$ cat src/rtl/datapath_pkg.sv
// Shared MIPS datapath declarations: field types, opcodes and control-select encodings.
package mips_decls_p;

    typedef logic [5:0] opcode_t;
    typedef logic [5:0] funct_t;

    localparam opcode_t OP_RTYPE = 6'b000000;
    localparam opcode_t OP_J     = 6'b000010;
    localparam opcode_t OP_BEQ   = 6'b000100;
    localparam opcode_t OP_ADDI  = 6'b001000;
    localparam opcode_t OP_LW    = 6'b100011;
    localparam opcode_t OP_SW    = 6'b101011;

    localparam logic [2:0] ALU_AND = 3'b000;
    localparam logic [2:0] ALU_OR  = 3'b001;
    localparam logic [2:0] ALU_ADD = 3'b010;
    localparam logic [2:0] ALU_SUB = 3'b110;
    localparam logic [2:0] ALU_SLT = 3'b111;

    localparam logic [1:0] SRCB_B       = 2'b00;
    localparam logic [1:0] SRCB_FOUR    = 2'b01;
    localparam logic [1:0] SRCB_IMM     = 2'b10;
    localparam logic [1:0] SRCB_IMM_SH2 = 2'b11;

    localparam logic [1:0] PCSRC_ALURES = 2'b00;
    localparam logic [1:0] PCSRC_ALUOUT = 2'b01;
    localparam logic [1:0] PCSRC_JUMP   = 2'b10;

    function automatic logic [31:0] sign_ext16(input logic [15:0] imm);
        return {{16{imm[15]}}, imm};
    endfunction

endpackage

$ cat src/rtl/datapath_regfile.sv
// 32x32 register file: two combinational read ports, one synchronous write port, R0 fixed at zero.
module regfile (
    input  logic        clk,
    input  logic        i_we,
    input  logic [4:0]  i_ra1,
    input  logic [4:0]  i_ra2,
    input  logic [4:0]  i_wa,
    input  logic [31:0] i_wd,
    output logic [31:0] o_rd1,
    output logic [31:0] o_rd2
);

    logic [31:0] r_mem [32];

    // Contents are intentionally not reset; reads of R0 are forced to zero instead.
    always_ff @(posedge clk) begin
        if (i_we && (i_wa != 5'd0))
            r_mem[i_wa] <= i_wd;
    end

    assign o_rd1 = (i_ra1 == 5'd0) ? '0 : r_mem[i_ra1];
    assign o_rd2 = (i_ra2 == 5'd0) ? '0 : r_mem[i_ra2];

endmodule

$ cat src/rtl/datapath.sv
// Multicycle MIPS datapath: architectural state, holding registers, ALU and muxes driven by the controller.
module datapath
    import mips_decls_p::*;
(
    input  logic        clk,
    input  logic        reset,
    input  logic        pcen,
    input  logic        irwrite,
    input  logic        regwrite,
    input  logic        alusrca,
    input  logic        iord,
    input  logic        memtoreg,
    input  logic        regdst,
    input  logic [1:0]  alusrcb,
    input  logic [1:0]  pcsrc,
    input  logic [2:0]  alucontrol,
    input  logic [31:0] readdata,
    output logic [31:0] adr,
    output logic [31:0] writedata,
    output opcode_t     opcode,
    output funct_t      funct,
    output logic        zero
);

    logic [31:0] r_pc, r_ir, r_data, r_a, r_b, r_aluout;
    logic [31:0] w_rd1, w_rd2, w_signimm, w_srca, w_srcb, w_aluresult, w_pcnext, w_wd3;
    logic [4:0]  w_wa3;

    always_ff @(posedge clk or posedge reset) begin
        if (reset) begin
            r_pc     <= '0;
            r_ir     <= '0;
            r_data   <= '0;
            r_a      <= '0;
            r_b      <= '0;
            r_aluout <= '0;
        end else begin
            if (pcen)
                r_pc <= w_pcnext;
            if (irwrite)
                r_ir <= readdata;
            r_data   <= readdata;
            r_a      <= w_rd1;
            r_b      <= w_rd2;
            r_aluout <= w_aluresult;
        end
    end

    assign w_wa3 = regdst ? r_ir[15:11] : r_ir[20:16];
    assign w_wd3 = memtoreg ? r_data : r_aluout;

    // Write is suppressed while reset is high so an abandoned instruction cannot commit.
    regfile u_regfile (
        .clk   (clk),
        .i_we  (regwrite & ~reset),
        .i_ra1 (r_ir[25:21]),
        .i_ra2 (r_ir[20:16]),
        .i_wa  (w_wa3),
        .i_wd  (w_wd3),
        .o_rd1 (w_rd1),
        .o_rd2 (w_rd2)
    );

    assign w_signimm = sign_ext16(r_ir[15:0]);
    assign w_srca    = alusrca ? r_a : r_pc;

    always_comb begin
        w_srcb = r_b;
        case (alusrcb)
            SRCB_B:       w_srcb = r_b;
            SRCB_FOUR:    w_srcb = 32'd4;
            SRCB_IMM:     w_srcb = w_signimm;
            SRCB_IMM_SH2: w_srcb = {w_signimm[29:0], 2'b00};
            default:      w_srcb = r_b;
        endcase
    end

    always_comb begin
        w_aluresult = '0;
        case (alucontrol)
            ALU_ADD: w_aluresult = w_srca + w_srcb;
            ALU_SUB: w_aluresult = w_srca - w_srcb;
            ALU_AND: w_aluresult = w_srca & w_srcb;
            ALU_OR:  w_aluresult = w_srca | w_srcb;
            ALU_SLT: w_aluresult = ($signed(w_srca) < $signed(w_srcb)) ? 32'd1 : 32'd0;
            default: w_aluresult = '0;
        endcase
    end

    always_comb begin
        w_pcnext = w_aluresult;
        case (pcsrc)
            PCSRC_ALUOUT: w_pcnext = r_aluout;
            PCSRC_JUMP:   w_pcnext = {r_pc[31:28], r_ir[25:0], 2'b00};
            default:      w_pcnext = w_aluresult;
        endcase
    end

    assign adr       = iord ? r_aluout : r_pc;
    assign writedata = r_b;
    assign opcode    = r_ir[31:26];
    assign funct     = r_ir[5:0];
    assign zero      = (w_aluresult == '0);

endmodule

$ cat config.mk
export PLATFORM = sky130hd
export DESIGN_NAME = datapath
export DESIGN_NICKNAME = d
export VERILOG_FILES = /design/src/rtl/datapath_pkg.sv /design/src/rtl/datapath_regfile.sv /design/src/rtl/datapath.sv
export SDC_FILE = /design/constraint.sdc
export NUM_CORES = 2
export LEC_CHECK = 0
export BUFFER_PORTS_ARGS = -buffer_cell sky130_fd_sc_hd__buf_2
export CAP_MARGIN = 20
export CELL_PAD_IN_SITES_DETAIL_PLACEMENT = 0
export CELL_PAD_IN_SITES_GLOBAL_PLACEMENT = 1
export CORE_MARGIN = 3
export CORE_UTILIZATION = 36
export DETAILED_ROUTE_END_ITERATION = 16
export PLACE_DENSITY = 0.64
export RECOVER_POWER = 25
export SETUP_SLACK_MARGIN = 0.02
export SYNTH_ARGS = -nofsm -noshare
export SYNTH_HDL_FRONTEND = slang
export SYNTH_HIERARCHICAL = 1
export SYNTH_SLANG_ARGS = --single-unit
$ cat constraint.sdc
create_clock -name clk -period 11.55 [get_ports clk]
set_input_delay 2.8875 -clock clk [delete_from_list [all_inputs] [get_ports clk]]
set_output_delay 2.8875 -clock clk [all_outputs]
set_load 0.01 [all_outputs]
==> impl_metrics.ini <==
[floorplanning]
fp-row-count = 150
die-width_um = 418
dieArea_um2 = 174000
initial_utilization_pct = 36.4
coreArea_um2 = 168000
ios = 125
die_y_um = 418

[worst_setup_path]
cp_common_cell = clkbuf_1
criticalPathCategory = reg -> reg
crit_chain = clkbuf_1, clkbuf_1, or4_1, clkbuf_2, o21ai_0, a311oi_1
cp.arrival_ps = 11500
cpPeakStageDelay_ps = 4150
cp-end-kind = flip-flop
cp.required_ps = 12070
slowest_stage = clkbuf_1
cp_top_family = buffers and inverters
r2r_slack_ps = 570
start_kind = flip-flop
worst-path-buf-inv = 3
path_max_fanout = 83

[sta]
setup_viol = 0
hold_violations = 0
skew_ps = 36.5
slew_headroom_pct = -276
period_needed_ps = 10980
max_freq_mhz = 91.1
tightest_slew_ps = 5650
finalCritPeriodShare_pct = 95.1
setup_tns_ps = 0
worst_hold_slack_ps = 503
maxSlewViolCount = 419
grt_setup_unrepaired = false

[cells_and_area]
num-fill-cells = 15300
drive_gt1_share_pct = 23.6
nNetsFinal = 4190
final_cells = 6345
area_growth_syn_to_layout_pct = 11.7
final_util_pct = 40.6

[placement]
portBuffers = 124
dp_hpwl_mm = 136
place_inst = 6109
gp_congestion = 0.899

[pwr]
p_total_w = 0.0119
powerDensity_nw_per_um2 = 174
leakage_nw = 23.8
ir_worst_vdd_v = 0.000113

[logic_synthesis]
ys_warn_count = 6
synth-main-ff-cell = edfxtp_1
ys_ff_latch = 1216
postSynthAreaPerCell_um2 = 15.4
synth_seq_area_share_pct = 58.3
syn_inst = 3951
async_flop_share_pct = 15.8
yosysUniqueCellTypes = 89
synth_edf_count = 1024
syn_area_um2 = 61000

[cts]
path_clk_slew_ps = 60
cts_resized = 0
cts-root-buf = clkbuf_16
clkSinkCount = 1216
hold_buffers = 0
cts_setup_buffers = 0
insertion_delay_ps = 760
tritoncts = yes
clk_path_buf_depth = 3
numCtsBuffers = 120
htreeDepth = 3

[run_status]
status = finished with violations
violations = capacitance limit, slew limit

[global_routing]
grt_pass1_vias = 39300
grt_max_degree = 84
antenna_found_initial = 16
grt_pass1_wl_mm = 305
busiest_layer = met2
met2_usage_pct = 41.2
grt_use_met1_pct = 31.8
grtUsageTotal_pct = 24.7
overflow = 0
grt_util_met3_pct = 4.68

[drt]
drtAntennaViolNets = 0
initialDrtViolationCount = 5135
num_vias = 39700
vias_per_cell = 6.26
drc = 0
dr.pass1.iters = 6
routed_wl_mm = 219
post_drt_wl_per_cell_um = 34.5

[worst_hold_path]
hp-class = reg -> reg

[run]
cap_viol_max_count = 9
## routing by layer
layer / up-vias / part of all wire (%) / routed length, um
li1: 16200 / - / -
met1: 20800 / 38 / 83100
met2: 2255 / 49 / 106000
met3: 460 / 9.2 / 20200
met4: 2 / 4.2 / 9300
met5: - / 0.0059 / 13
## synth_stat cells, drive strengths merged, types with 18 or more instances
cell,number,area share (%)
edfxtp,1024,50
mux4,352,13
mux2i,333,5.5
mux2,209,3.9
dfrtp,192,7.9
nand2,169,1.0
clkbuf,157,0.97
buf,156,1.6
nor2,144,0.89
inv,111,0.68
o21ai,108,0.89
ha,107,2.2
a22oi,94,1.2
a21oi,92,0.75
a211oi,83,1.0
a221oi,67,1.2
o221ai,66,0.95
nor2b,51,0.52
nand4,41,0.42
a311oi,36,0.52
a21o,34,0.42
a31oi,33,0.34
nor3,33,0.27
nand2b,19,0.19
o211ai,19,0.23
xnor2,18,0.26
## logic make-up (layout without fill, tap and decap cells)
family,after synthesis,in the layout,share of synthesized area (%)
fa+ha+maj,109,109,2.26
flops,1216,1216,58.3
simple gates,554,554,4.41
mux,894,894,22.6
xor+xnor,20,20,0.287
compound gates,733,733,8.87
other cells,1,37,0.00614
buf+inv,424,578,3.27
## path summary, 6_finish.rpt
path	from	endpoint	cells after the start
min in group asynchronous	reset	r_ir[29]	2
hold reg to reg	r_ir[30]	r_ir[30]	1
setup reg to reg	r_ir[23]	r_a[11]	6
hold / removal	r_ir[30]	r_ir[30]	1
setup / recovery	r_ir[23]	r_a[11]	6
max in group asynchronous	reset	r_data[1]	4
## state kept, by name (all words and copies together), names as in the netlist
signal	cells
u_regfile/r_mem	1024
r_a	32
r_aluout	32
r_data	32
r_ir	32
r_pc	32
writedata	32
## per-stage QoR
stage / worst slack [ps] / instance area, um2
final: 571 / 68100
after global routing: 322 / 68100
after CTS: 849 / 68200
after detailed placement: 855 / 64200
after global placement: 846 / 64200
after floorplan: 1900 / 61100
## placed cells by master, fill, tap and decap left out, drive strengths merged, types with 19 or more instances in the layout
master	n
mux4	352
buf	196
nand2b	19
a21o	34
mux2	209
a211oi	83
a311oi	36
edfxtp	1024
nand4	41
a22oi	94
clkinv	50
inv	114
nor2b	51
a221oi	67
o21ai	108
mux2i	333
o211ai	19
nor2	144
ha	107
conb	32
o221ai	66
nor3	33
nand2	169
a21oi	92
a31oi	33
dfrtp	192
clkbuf	194
## report_power, final
group | internal, W | switching [W] | total, W
Combinational | 0.000926 | 0.00169 | 0.00262
Sequential | 0.00508 | 0.000187 | 0.00527
Clock | 0.00227 | 0.00171 | 0.00398
## cell type report
class                      instances  area, um2  share of cell area, %
multi-input combinational       2342      23900                   35.1
sequential                      1216      35600                   52.2
tap                             2204       2760                   4.05
clock inverter                    77        800                   1.17
clock buffer                     148       3180                   4.67
antenna                            5       12.5                 0.0184
timing repair buffer             242       1470                   2.16
inverter                         111        419                  0.615
Note: power is estimated with default switching activity, not from simulation.
